[src/rtl/lsu_pkg.sv]
// Shared constants for the load/store unit: FSM state encodings, access-size
// codes and the funct3 load/store encodings used by the pipeline control.
package lsu_pkg;

  // Load/store funct3 encodings
  localparam logic [2:0] FNC_LB  = 3'b000;
  localparam logic [2:0] FNC_LH  = 3'b001;
  localparam logic [2:0] FNC_LW  = 3'b010;
  localparam logic [2:0] FNC_LBU = 3'b100;
  localparam logic [2:0] FNC_LHU = 3'b101;
  localparam logic [1:0] FNC_SB  = 2'b00;
  localparam logic [1:0] FNC_SH  = 2'b01;
  localparam logic [1:0] FNC_SW  = 2'b10;

  // Access-size classes (funct3[1:0] for both loads and stores)
  localparam logic [1:0] SZ_BYTE = 2'b00;
  localparam logic [1:0] SZ_HALF = 2'b01;
  localparam logic [1:0] SZ_WORD = 2'b10;

  // LSU FSM states
  typedef enum logic [1:0] {
    S_IDLE = 2'b00,  // no access outstanding
    S_REQ  = 2'b01,  // request presented, not yet accepted by the cache
    S_RESP = 2'b10   // load accepted, waiting for read data
  } lsu_state_e;

endpackage

[src/rtl/lsu_load_extend.sv]
// Load formatting: picks the byte or halfword at the given byte offset of a
// raw read word and sign- or zero-extends it according to the load funct3.
// Ports:
//   word      raw read word
//   offset    byte offset of the access within the word
//   ld_size   load funct3 (LB/LH/LW/LBU/LHU); other codes give zero
//   load_data formatted load result
module load_extend
  import lsu_pkg::*;
#(
  parameter int DWIDTH = 32
) (
  input  logic [DWIDTH-1:0] word,
  input  logic [1:0]        offset,
  input  logic [2:0]        ld_size,
  output logic [DWIDTH-1:0] load_data
);

  logic [7:0]  sel_b;
  logic [15:0] sel_h;

  always_comb begin
    case (offset)
      2'd0:    sel_b = word[7:0];
      2'd1:    sel_b = word[15:8];
      2'd2:    sel_b = word[23:16];
      default: sel_b = word[31:24];
    endcase
    // Halfword loads are always 2-byte aligned, so only offset[1] matters.
    sel_h = offset[1] ? word[31:16] : word[15:0];

    case (ld_size)
      FNC_LB:  load_data = {{(DWIDTH-8){sel_b[7]}}, sel_b};
      FNC_LH:  load_data = {{(DWIDTH-16){sel_h[15]}}, sel_h};
      FNC_LW:  load_data = word;
      FNC_LBU: load_data = {{(DWIDTH-8){1'b0}}, sel_b};
      FNC_LHU: load_data = {{(DWIDTH-16){1'b0}}, sel_h};
      default: load_data = '0;
    endcase
  end

endmodule

[src/rtl/lsu.sv]
// Load/store unit between the M stage and a ready/response data cache.
// A request is offered combinationally from IDLE; if the cache is not ready
// it is held in REQ from latched copies, and loads wait in RESP for the read
// strobe. Misaligned accesses are dropped with a one-cycle flag.
// Ports:
//   clk, reset          clock, asynchronous active-high reset
//   mem_re, mem_we      M-stage load / store request (store wins)
//   addr, store_data    byte address, unshifted store value
//   st_size, ld_size    store funct3[1:0], load funct3
//   dcache_*            cache request (addr/din/we/req), handshake
//                       (ready), read data (dout) and read strobe (resp)
//   load_data           aligned, extended load result
//   stall_d             pipeline hold while an access is outstanding
//   misaligned          one-cycle flag for a rejected misaligned access
module lsu
  import lsu_pkg::*;
#(
  parameter int DWIDTH = 32,
  parameter int WMASK  = 4
) (
  input  logic              clk,
  input  logic              reset,
  input  logic              mem_re,
  input  logic              mem_we,
  input  logic [DWIDTH-1:0] addr,
  input  logic [DWIDTH-1:0] store_data,
  input  logic [1:0]        st_size,
  input  logic [2:0]        ld_size,
  output logic [DWIDTH-1:0] dcache_addr,
  output logic [DWIDTH-1:0] dcache_din,
  output logic [WMASK-1:0]  dcache_we,
  output logic              dcache_req,
  input  logic              dcache_ready,
  input  logic [DWIDTH-1:0] dcache_dout,
  input  logic              dcache_resp,
  output logic [DWIDTH-1:0] load_data,
  output logic              stall_d,
  output logic              misaligned
);

  function automatic logic [WMASK-1:0] store_mask(input logic [1:0] size,
                                                  input logic [1:0] off);
    case (size)
      SZ_BYTE: store_mask = WMASK'(1) << off;
      SZ_HALF: store_mask = WMASK'(3) << {off[1], 1'b0};
      SZ_WORD: store_mask = '1;
      default: store_mask = '0;
    endcase
  endfunction

  function automatic logic [DWIDTH-1:0] store_lanes(input logic [1:0] size,
                                                    input logic [DWIDTH-1:0] d);
    case (size)
      SZ_BYTE: store_lanes = {WMASK{d[7:0]}};
      SZ_HALF: store_lanes = {(WMASK/2){d[15:0]}};
      default: store_lanes = d;
    endcase
  endfunction

  lsu_state_e        state, state_nxt;
  logic              any_req, is_store, mis_chk, go;
  logic [1:0]        acc_size;
  logic [WMASK-1:0]  mask_in, mask_q;
  logic [DWIDTH-1:0] din_in, addr_q, data_q, resp_q;
  logic              st_q;
  logic [2:0]        ldsz_q, fmt_size_q;
  logic [1:0]        fmt_off_q;

  always_comb begin
    any_req  = mem_we | mem_re;
    is_store = mem_we;
    acc_size = mem_we ? st_size : ld_size[1:0];
    mis_chk  = ((acc_size == SZ_HALF) && addr[0]) ||
               ((acc_size == SZ_WORD) && (addr[1:0] != 2'b00));
    go       = (state == S_IDLE) && any_req && !mis_chk && !reset;
    mask_in  = store_mask(st_size, addr[1:0]);
    din_in   = store_lanes(st_size, store_data);
  end

  // Outputs and next state; everything is gated by reset so it takes effect
  // in the same cycle it is asserted.
  always_comb begin
    state_nxt   = state;
    dcache_req  = 1'b0;
    dcache_we   = '0;
    dcache_addr = {addr_q[DWIDTH-1:2], 2'b00};
    dcache_din  = data_q;
    stall_d     = 1'b0;
    misaligned  = 1'b0;
    if (!reset) begin
      case (state)
        S_IDLE: begin
          dcache_addr = {addr[DWIDTH-1:2], 2'b00};
          dcache_din  = din_in;
          misaligned  = any_req && mis_chk;
          if (go) begin
            dcache_req = 1'b1;
            dcache_we  = is_store ? mask_in : '0;
            if (dcache_ready) begin
              state_nxt = is_store ? S_IDLE : S_RESP;
              stall_d   = !is_store;
            end else begin
              state_nxt = S_REQ;
              stall_d   = 1'b1;
            end
          end
        end
        S_REQ: begin
          dcache_req = 1'b1;
          dcache_we  = st_q ? mask_q : '0;
          stall_d    = 1'b1;
          if (dcache_ready) state_nxt = st_q ? S_IDLE : S_RESP;
        end
        S_RESP: begin
          stall_d = 1'b1;
          if (dcache_resp) state_nxt = S_IDLE;
        end
        default: state_nxt = S_IDLE;
      endcase
    end
  end

  always_ff @(posedge clk or posedge reset) begin
    if (reset) begin
      state      <= S_IDLE;
      addr_q     <= '0;
      data_q     <= '0;
      mask_q     <= '0;
      st_q       <= 1'b0;
      ldsz_q     <= '0;
      resp_q     <= '0;
      fmt_off_q  <= '0;
      fmt_size_q <= '0;
    end else begin
      state <= state_nxt;
      if (go) begin
        addr_q <= addr;
        data_q <= din_in;
        mask_q <= mask_in;
        st_q   <= is_store;
        ldsz_q <= ld_size;
      end
      // Formatting info is captured with the data so a later store cannot
      // disturb the held load result.
      if (state == S_RESP && dcache_resp) begin
        resp_q     <= dcache_dout;
        fmt_off_q  <= addr_q[1:0];
        fmt_size_q <= ldsz_q;
      end
    end
  end

  load_extend #(.DWIDTH(DWIDTH)) u_load_extend (
    .word      (resp_q),
    .offset    (fmt_off_q),
    .ld_size   (fmt_size_q),
    .load_data (load_data)
  );

endmodule

[config.mk]
export PLATFORM = sky130hd
export DESIGN_NAME = lsu
export DESIGN_NICKNAME = d
export VERILOG_FILES = /design/src/rtl/lsu_pkg.sv /design/src/rtl/lsu_load_extend.sv /design/src/rtl/lsu.sv
export SDC_FILE = /design/constraint.sdc
export NUM_CORES = 1
export LEC_CHECK = 0
export CAP_MARGIN = 10
export CORE_MARGIN = 1
export CORE_UTILIZATION = 50
export CTS_CLUSTER_SIZE = 12
export DETAILED_ROUTE_END_ITERATION = 10
export PLACE_DENSITY = 0.87
export SETUP_SLACK_MARGIN = 0.2
export SLEW_MARGIN = 30
export SYNTH_ARGS = -nofsm -noshare
export SYNTH_HDL_FRONTEND = slang
export SYNTH_SLANG_ARGS = --single-unit
export TNS_END_PERCENT = 50
[constraint.sdc]
create_clock -name clk -period 8 [get_ports clk]
set_input_delay 0.8 -clock clk [delete_from_list [all_inputs] [get_ports clk]]
set_output_delay 0.8 -clock clk [all_outputs]
set_load 0.01 [all_outputs]
==> results of run 1 <==
## area by class of cell
cell class,instances,area share (%)
flip-flops and latches,111,32.7
repair buffers,214,25.0
clock buffers,10,2.81
well taps,143,2.10
inverters,7,0.338
multi-input cells,536,36.4
clock inverters,6,0.706
## worst paths after layout
path / endpoint / startpoint / slack, ns / cells past startpoint
min: addr_q[0]$_DFFE_PP0N_ / addr_q[0]$_DFFE_PP0N_ / 0.47 / 2
max reg2reg: state[1]$_DFFE_PP0P_ / state[0]$_DFFE_PP0P_ / 4.23 / 9
min reg2reg: addr_q[0]$_DFFE_PP0N_ / addr_q[0]$_DFFE_PP0N_ / 0.47 / 2
max in group asynchronous: addr_q[9]$_DFFE_PP0N_ / reset / 5.74 / 3
max: dcache_din[10] / st_size[1] / 3.40 / 6
min in group asynchronous: addr_q[17]$_DFFE_PP0N_ / reset / 1.09 / 2
## metrics by stage
stage	total power, mW	setup WS (ns)	hold WS, ns
2_1_floorplan	2.09	2.89	0.441
4_1_cts	3.51	3.07	0.480
3_3_place_gp	2.97	3.22	0.454
3_5_place_dp	3.04	3.12	0.462
5_1_grt	3.73	3.14	0.490
6_report	3.51	3.40	0.472
## synthesized netlist by cell type
cell type | number | area, um^2
nand2_1 | 289 | 1080
dfrtp_1 | 111 | 2780
mux2_2 | 39 | 439
o21ai_0 | 36 | 180
nor2_1 | 34 | 128
a21oi_1 | 31 | 155
mux2i_1 | 27 | 270
clkbuf_1 | 24 | 90.1
a21o_1 | 17 | 128
a221o_1 | 14 | 140
buf_2 | 13 | 65.1
mux4_2 | 8 | 180
inv_1 | 7 | 26.3
o311a_1 | 7 | 70.1
buf_4 | 4 | 30.0
buf_6 | 4 | 45.0
ha_1 | 4 | 50.1
a22o_1 | 3 | 26.3
nand2b_1 | 3 | 18.8
and3_1 | 2 | 12.5
buf_1 | 2 | 7.51
nand4b_1 | 2 | 17.5
nor3_1 | 2 | 10.0
a21boi_2 | 1 | 11.3
a22oi_1 | 1 | 7.51
a32o_1 | 1 | 10.0
conb_1 | 1 | 3.75
mux2_1 | 1 | 11.3
nand3b_1 | 1 | 7.51
nor2b_1 | 1 | 6.26
nor3_2 | 1 | 10.0
nor3b_2 | 1 | 12.5
o21ai_2 | 1 | 8.76
o21bai_1 | 1 | 7.51
o221a_2 | 1 | 11.3
o22ai_1 | 1 | 6.26
o31ai_1 | 1 | 7.51
or3_1 | 1 | 6.26
or3b_2 | 1 | 8.76
or4bb_1 | 1 | 11.3
## routing by layer
metal / global-route usage, % / up-vias / part of all wire (%) / routed length (um)
met5: 0 / - / 0 / 0
met4: 10.8 / 0 / 2.6 / 459
met3: 7.94 / 41 / 7.5 / 1300
met2: 45.9 / 257 / 49 / 8410
met1: 34.1 / 2748 / 41 / 7150
li1: - / 2697 / - / -
## power by group through the flow
stage | Combinational, mW | Clock [mW] | Sequential [mW]
2_1_floorplan | 1.11 | 0 | 0.983
4_1_cts | 1.98 | 0.464 | 1.07
6_report | 1.98 | 0.453 | 1.08
3_3_place_gp | 1.92 | 0 | 1.06
5_1_grt | 2.14 | 0.483 | 1.11
3_5_place_dp | 1.97 | 0 | 1.07
## cell families (layout without fill, tap and decap cells)
logic type               after synthesis  in the layout  share of synthesized area (%)
adder cells (fa/ha/maj)                4              4                          0.821
other                                  1              2                         0.0615
AND/OR/NAND/NOR                      339            339                           21.9
buffers and inverters                 54            237                           4.33
flip-flops                           111            111                           45.5
multiplexers                          75             75                           14.8
AO/OA/AOI/OAI                        116            116                           12.6
## worst max-delay path: cells and delay by family
kind	cells	cell delay [ns]
and+or+nand+nor	1	0.73
AOI/OAI and AO/OA	1	0.26
buffers and inverters	3	1.77
muxes	1	0.23
## placed cells by master, fill, tap and decap left out, types with 2 or more instances in the layout
master / Yosys / final
o311a_1: 7 / 7
inv_1: 7 / 6
a21oi_1: 31 / 31
ha_1: 4 / 4
mux2_2: 39 / 39
nand2b_1: 3 / 3
a221o_1: 14 / 14
clkbuf_16: 0 / 9
conb_1: 1 / 2
nor2_1: 34 / 33
a21o_1: 17 / 17
clkdlybuf4s50_1: 0 / 207
mux4_2: 8 / 8
nand2_1: 289 / 288
a22o_1: 3 / 3
buf_4: 4 / 7
o21ai_0: 36 / 36
nand4b_1: 2 / 2
clkinvlp_4: 0 / 2
clkinv_2: 0 / 3
and3_1: 2 / 2
dfrtp_1: 111 / 111
mux2i_1: 27 / 27
## sequential cells by signal, summed over array words and instances (netlist names), 2 cells and up
signal	cells
fmt_off_q	2
fmt_size_q	3
addr_q	32
mask_q	4
ldsz_q	3
resp_q	32
data_q	32
state	2
==> flow_metrics.tcl, run 1 <==
set metrics [dict create \
    status "finished clean" \
    routabilityCongestion 0.901 \
    insertion_delay_ns 0.36 \
    start_util_pct 52.3 \
    die_y_um 112 \
    cp-end-kind "primary output" \
    ys_types 40 \
    synthCells 700 \
    crit_chain "clkdlybuf4s50_1 -> buf_4 -> nor2_1 -> mux2i_1 -> a21oi_1 -> clkdlybuf4s50_1" \
    vias 5743 \
    post_cts_buffers 0 \
    comb_power_share_pct 56.4 \
    fin_setup_tns_ns 0 \
    dr.pass1.iters 5 \
    rsz0062_at_grt "false" \
    ys_seq_area_share_pct 45.5 \
    antenna_found_initial 0 \
    area_growth_pct 39.4 \
    ys_ff_latch 111 \
    finalSetupViolations 0 \
    wl_per_cell_um 16.9 \
    final_design_area_no_fill_um2 8510 \
    cp-start-kind "input port" \
    hold_viol 0 \
    intPower_mw 2.17 \
    seqPwrFrac_pct 30.7 \
    drt_iter0_drc 411 \
    min_period_over_period_pct 57.5 \
    grt_pass1_vias 5674 \
    routed_via_density 5.59 \
    clockRootBuffer "clkbuf_16" \
    ios 210 \
    post_cts_resized 0 \
    yosysWarnings 0 \
    post-route-drc-count 0 \
    grt_usage_pct 27.6 \
    clock_path_buffers 2 \
    clk_pin_slew_ns 0.06 \
    tightest_slew_ns 0.931 \
    period_needed_ns 4.60 \
    final-seq-area_um2 2780 \
    relSlewSlack_pct 37.7 \
    fin_util_pct 72.9 \
    dp.cells 1011 \
    powerDensity_nw_per_um2 413 \
    synth_area_um2 6100 \
    cts.htree.levels 3 \
    routed_wl_um 17300 \
    crit_top_cell "clkdlybuf4s50_1" \
    path_max_fanout 18 \
    swShare_pct 38.3 \
    grt_first_pass_wirelength_um 27500 \
    multi_input_area_um2 3100 \
    core_region_area_um2 11700 \
    avgSynthCellArea_um2 8.71 \
    switchingPower_mw 1.34 \
    cts-buffers-inserted 9 \
    cap_viol_max_count 0 \
    cts.sinks 111 \
    fin_nets 990 \
    path_class "in -> out" \
    worstPathArrival_ns 3.80 \
    slowest_stage "clkdlybuf4s50_1" \
    dp_hpwl_um 12100 \
    drive_gt1_share_pct 9.39 \
    vdd_drop_max_mv 0.231 \
    portBuffers 207 \
    finClkSkew_ns 0.0107 \
    postCtsHoldBufs 0 \
    row_count 39 \
    fin_cells 1027 \
    grt_max_degree 98 \
    finalMaxSlewViolations 0 \
    tritoncts "done" \
    cp.required_ns 7.20 \
    die_width_um 112 \
    cpPeakStageDelay_ns 0.79 \
    dieArea_um2 12600 \
    hold_class "reg -> reg" \
    fmax_mhz 217 \
    grt_remaining_overflow 0 \
    post_dp_cell_area_um2 8190 \
    fill_cells 860 \
    p_clk_share_pct 12.9 \
    power.leakage_nw 4.04 \
    antennaDiodeCount 0 \
    ant_nets 0 \
]
Note: power is estimated with default switching activity, not from simulation.
==> run 2: changes to the inputs <==
CORE_UTILIZATION = 46   (was 50)
PLACE_DENSITY = 0.81   (was 0.87)
clock period = 4.6 ns   (was 8 ns; I/O delays follow)
==> run 2 against run 1 <==
Combinational power grew 73%. Setup slack worse by 2.4 ns. Clock power up 76%. Cell count grew 3.1%. Total power rose by 73%. Sequential share of layout area decreased by 0.22 points. Global-route usage fell by 2.3 points. Worst hold slack gained 0.0068 ns. Critical path depth rose by 1. Via count fell by 1.5%. Count of clock-buffer cells in the layout is 1 lower. Critical endpoint is now dcache_we[0].
==> flow_metrics.tcl, run 2 (synthesis results as in run 1) <==
set metrics [dict create \
    status "finished clean" \
    largestRegisters "addr_q x32, data_q x32, resp_q x32" \
    core_region_area_um2 12800 \
    grt_max_degree 77 \
    fmax_mhz 275 \
    swShare_pct 38.1 \
    post_cts_buffers 0 \
    antenna_found_initial 0 \
    tightest_slew_ns 0.829 \
    routed_via_density 5.34 \
    grt_first_pass_wirelength_um 26700 \
    final_common_cell "nand2_1" \
    start_util_pct 47.8 \
    area_growth_pct 40.4 \
    finalMaxSlewViolations 0 \
    switchingPower_mw 2.31 \
    cp.required_ns 4.14 \
    fill_cells 1022 \
    postCtsHoldBufs 0 \
    hold_class "reg -> reg" \
    post_cts_resized 0 \
    routabilityCongestion 0.865 \
    fin_setup_tns_ns 0 \
    finalSetupViolations 0 \
    grt_usage_pct 25.3 \
    intPower_mw 3.76 \
    fin_util_pct 67.0 \
    cp-end-kind "primary output" \
    powerDensity_nw_per_um2 709 \
    fin_nets 993 \
    period_needed_ns 3.63 \
    rsz0062_at_grt "false" \
    wl_per_cell_um 15.9 \
    path_max_fanout 71 \
    portBuffers 207 \
    insertion_delay_ns 0.35 \
    ios 210 \
    min_period_over_period_pct 78.9 \
    routed_wl_um 16800 \
    worstPathArrival_ns 3.17 \
    seqPwrFrac_pct 30.7 \
    finClkSkew_ns 0.00717 \
    die_y_um 117 \
    cts.sinks 111 \
    die_width_um 117 \
    post-route-drc-count 0 \
    clockRootBuffer "clkbuf_16" \
    cap_viol_max_count 0 \
    clk_pin_slew_ns 0.08 \
    vdd_drop_max_mv 0.324 \
    p_clk_share_pct 13.1 \
    hold_viol 0 \
    grt_pass1_vias 5370 \
    power.leakage_nw 4.04 \
    multi_input_area_um2 3090 \
    cp-start-kind "register" \
    final_cell_mix "nand2_1, clkdlybuf4s50_1, dfrtp_1" \
    cts-buffers-inserted 9 \
    antennaDiodeCount 0 \
    ant_nets 0 \
    dp_hpwl_um 11500 \
    tritoncts "done" \
    relSlewSlack_pct 44.5 \
    dieArea_um2 13700 \
    comb_power_share_pct 56.2 \
    grt_remaining_overflow 0 \
    vias 5656 \
    final-seq-area_um2 2780 \
    row_count 41 \
    dr.pass1.iters 5 \
    ff2ff_setup_slack_ns 1.88 \
    clock_path_buffers 2 \
    drt_iter0_drc 331 \
    cts.htree.levels 3 \
    drive_gt1_share_pct 9.70 \
    path_class "reg -> out" \
]
-- run 2: area by class of cell --
cell class                      instances  area share (%)
Clock inverter                          7           0.862
Inverter                                7           0.351
Tap cell                              172            2.51
Multi-Input combinational cell        536            36.1
Timing Repair Buffer                  217            25.1
Clock buffer                            9            2.63
Sequential cell                       111            32.4
-- run 2: metal layers --
| layer | track usage, % | wire, um |
|---|---|---|
| met1 | 34.2 | 7510 |
| met2 | 40.7 | 7770 |
| met3 | 5.05 | 1220 |
| met4 | 8.69 | 296 |
| met5 | 0 | 0 |
-- run 2: power by group through the flow --
stage / Clock, mW / Sequential, mW / Combinational (mW)
3_3_place_gp: 0 / 1.84 / 3.37
5_1_grt: 0.845 / 1.93 / 3.74
6_report: 0.796 / 1.86 / 3.42
2_1_floorplan: 0 / 1.71 / 1.93
4_1_cts: 0.807 / 1.86 / 3.44
3_5_place_dp: 0 / 1.86 / 3.42
-- run 2: stage by stage --
stage / cells / hold slack, ns / power (mW) / worst slack, ns / instance area, um^2
3_3_place_gp: 1043 / 0.453 / 5.21 / 1.20 / 8250
3_5_place_dp: 1043 / 0.461 / 5.28 / 1.21 / 8260
2_1_floorplan: 701 / 0.441 / 3.64 / 1.04 / 6110
6_report: 1059 / 0.479 / 6.08 / 0.969 / 8560
4_1_cts: 1059 / 0.481 / 6.11 / 1.02 / 8560
5_1_grt: 1059 / 0.502 / 6.52 / 0.846 / 8560
-- run 2: path summary, 6_finish.rpt --
check | to | startpoint | cells past startpoint
worst max-delay path | dcache_we[0] | state[0]$_DFFE_PP0P_ | 7
worst min-delay path | ldsz_q[0]$_DFFE_PP0N_ | ldsz_q[0]$_DFFE_PP0N_ | 2
worst max register to register | data_q[27]$_DFFE_PP0N_ | state[0]$_DFFE_PP0P_ | 8
worst min register to register | ldsz_q[0]$_DFFE_PP0N_ | ldsz_q[0]$_DFFE_PP0N_ | 2
max in group asynchronous | data_q[13]$_DFFE_PP0N_ | reset | 4
min in group asynchronous | st_q$_DFFE_PP0N_ | reset | 3
-- run 2: critical path, stage by stage (launching register included) --
cell	delay (ns)
dfrtp_1	0.41
inv_1	0.10
ha_1	0.31
nor2b_4	0.21
buf_4	0.58
and3_1	0.39
a22o_1	0.19
clkdlybuf4s50_1	0.58
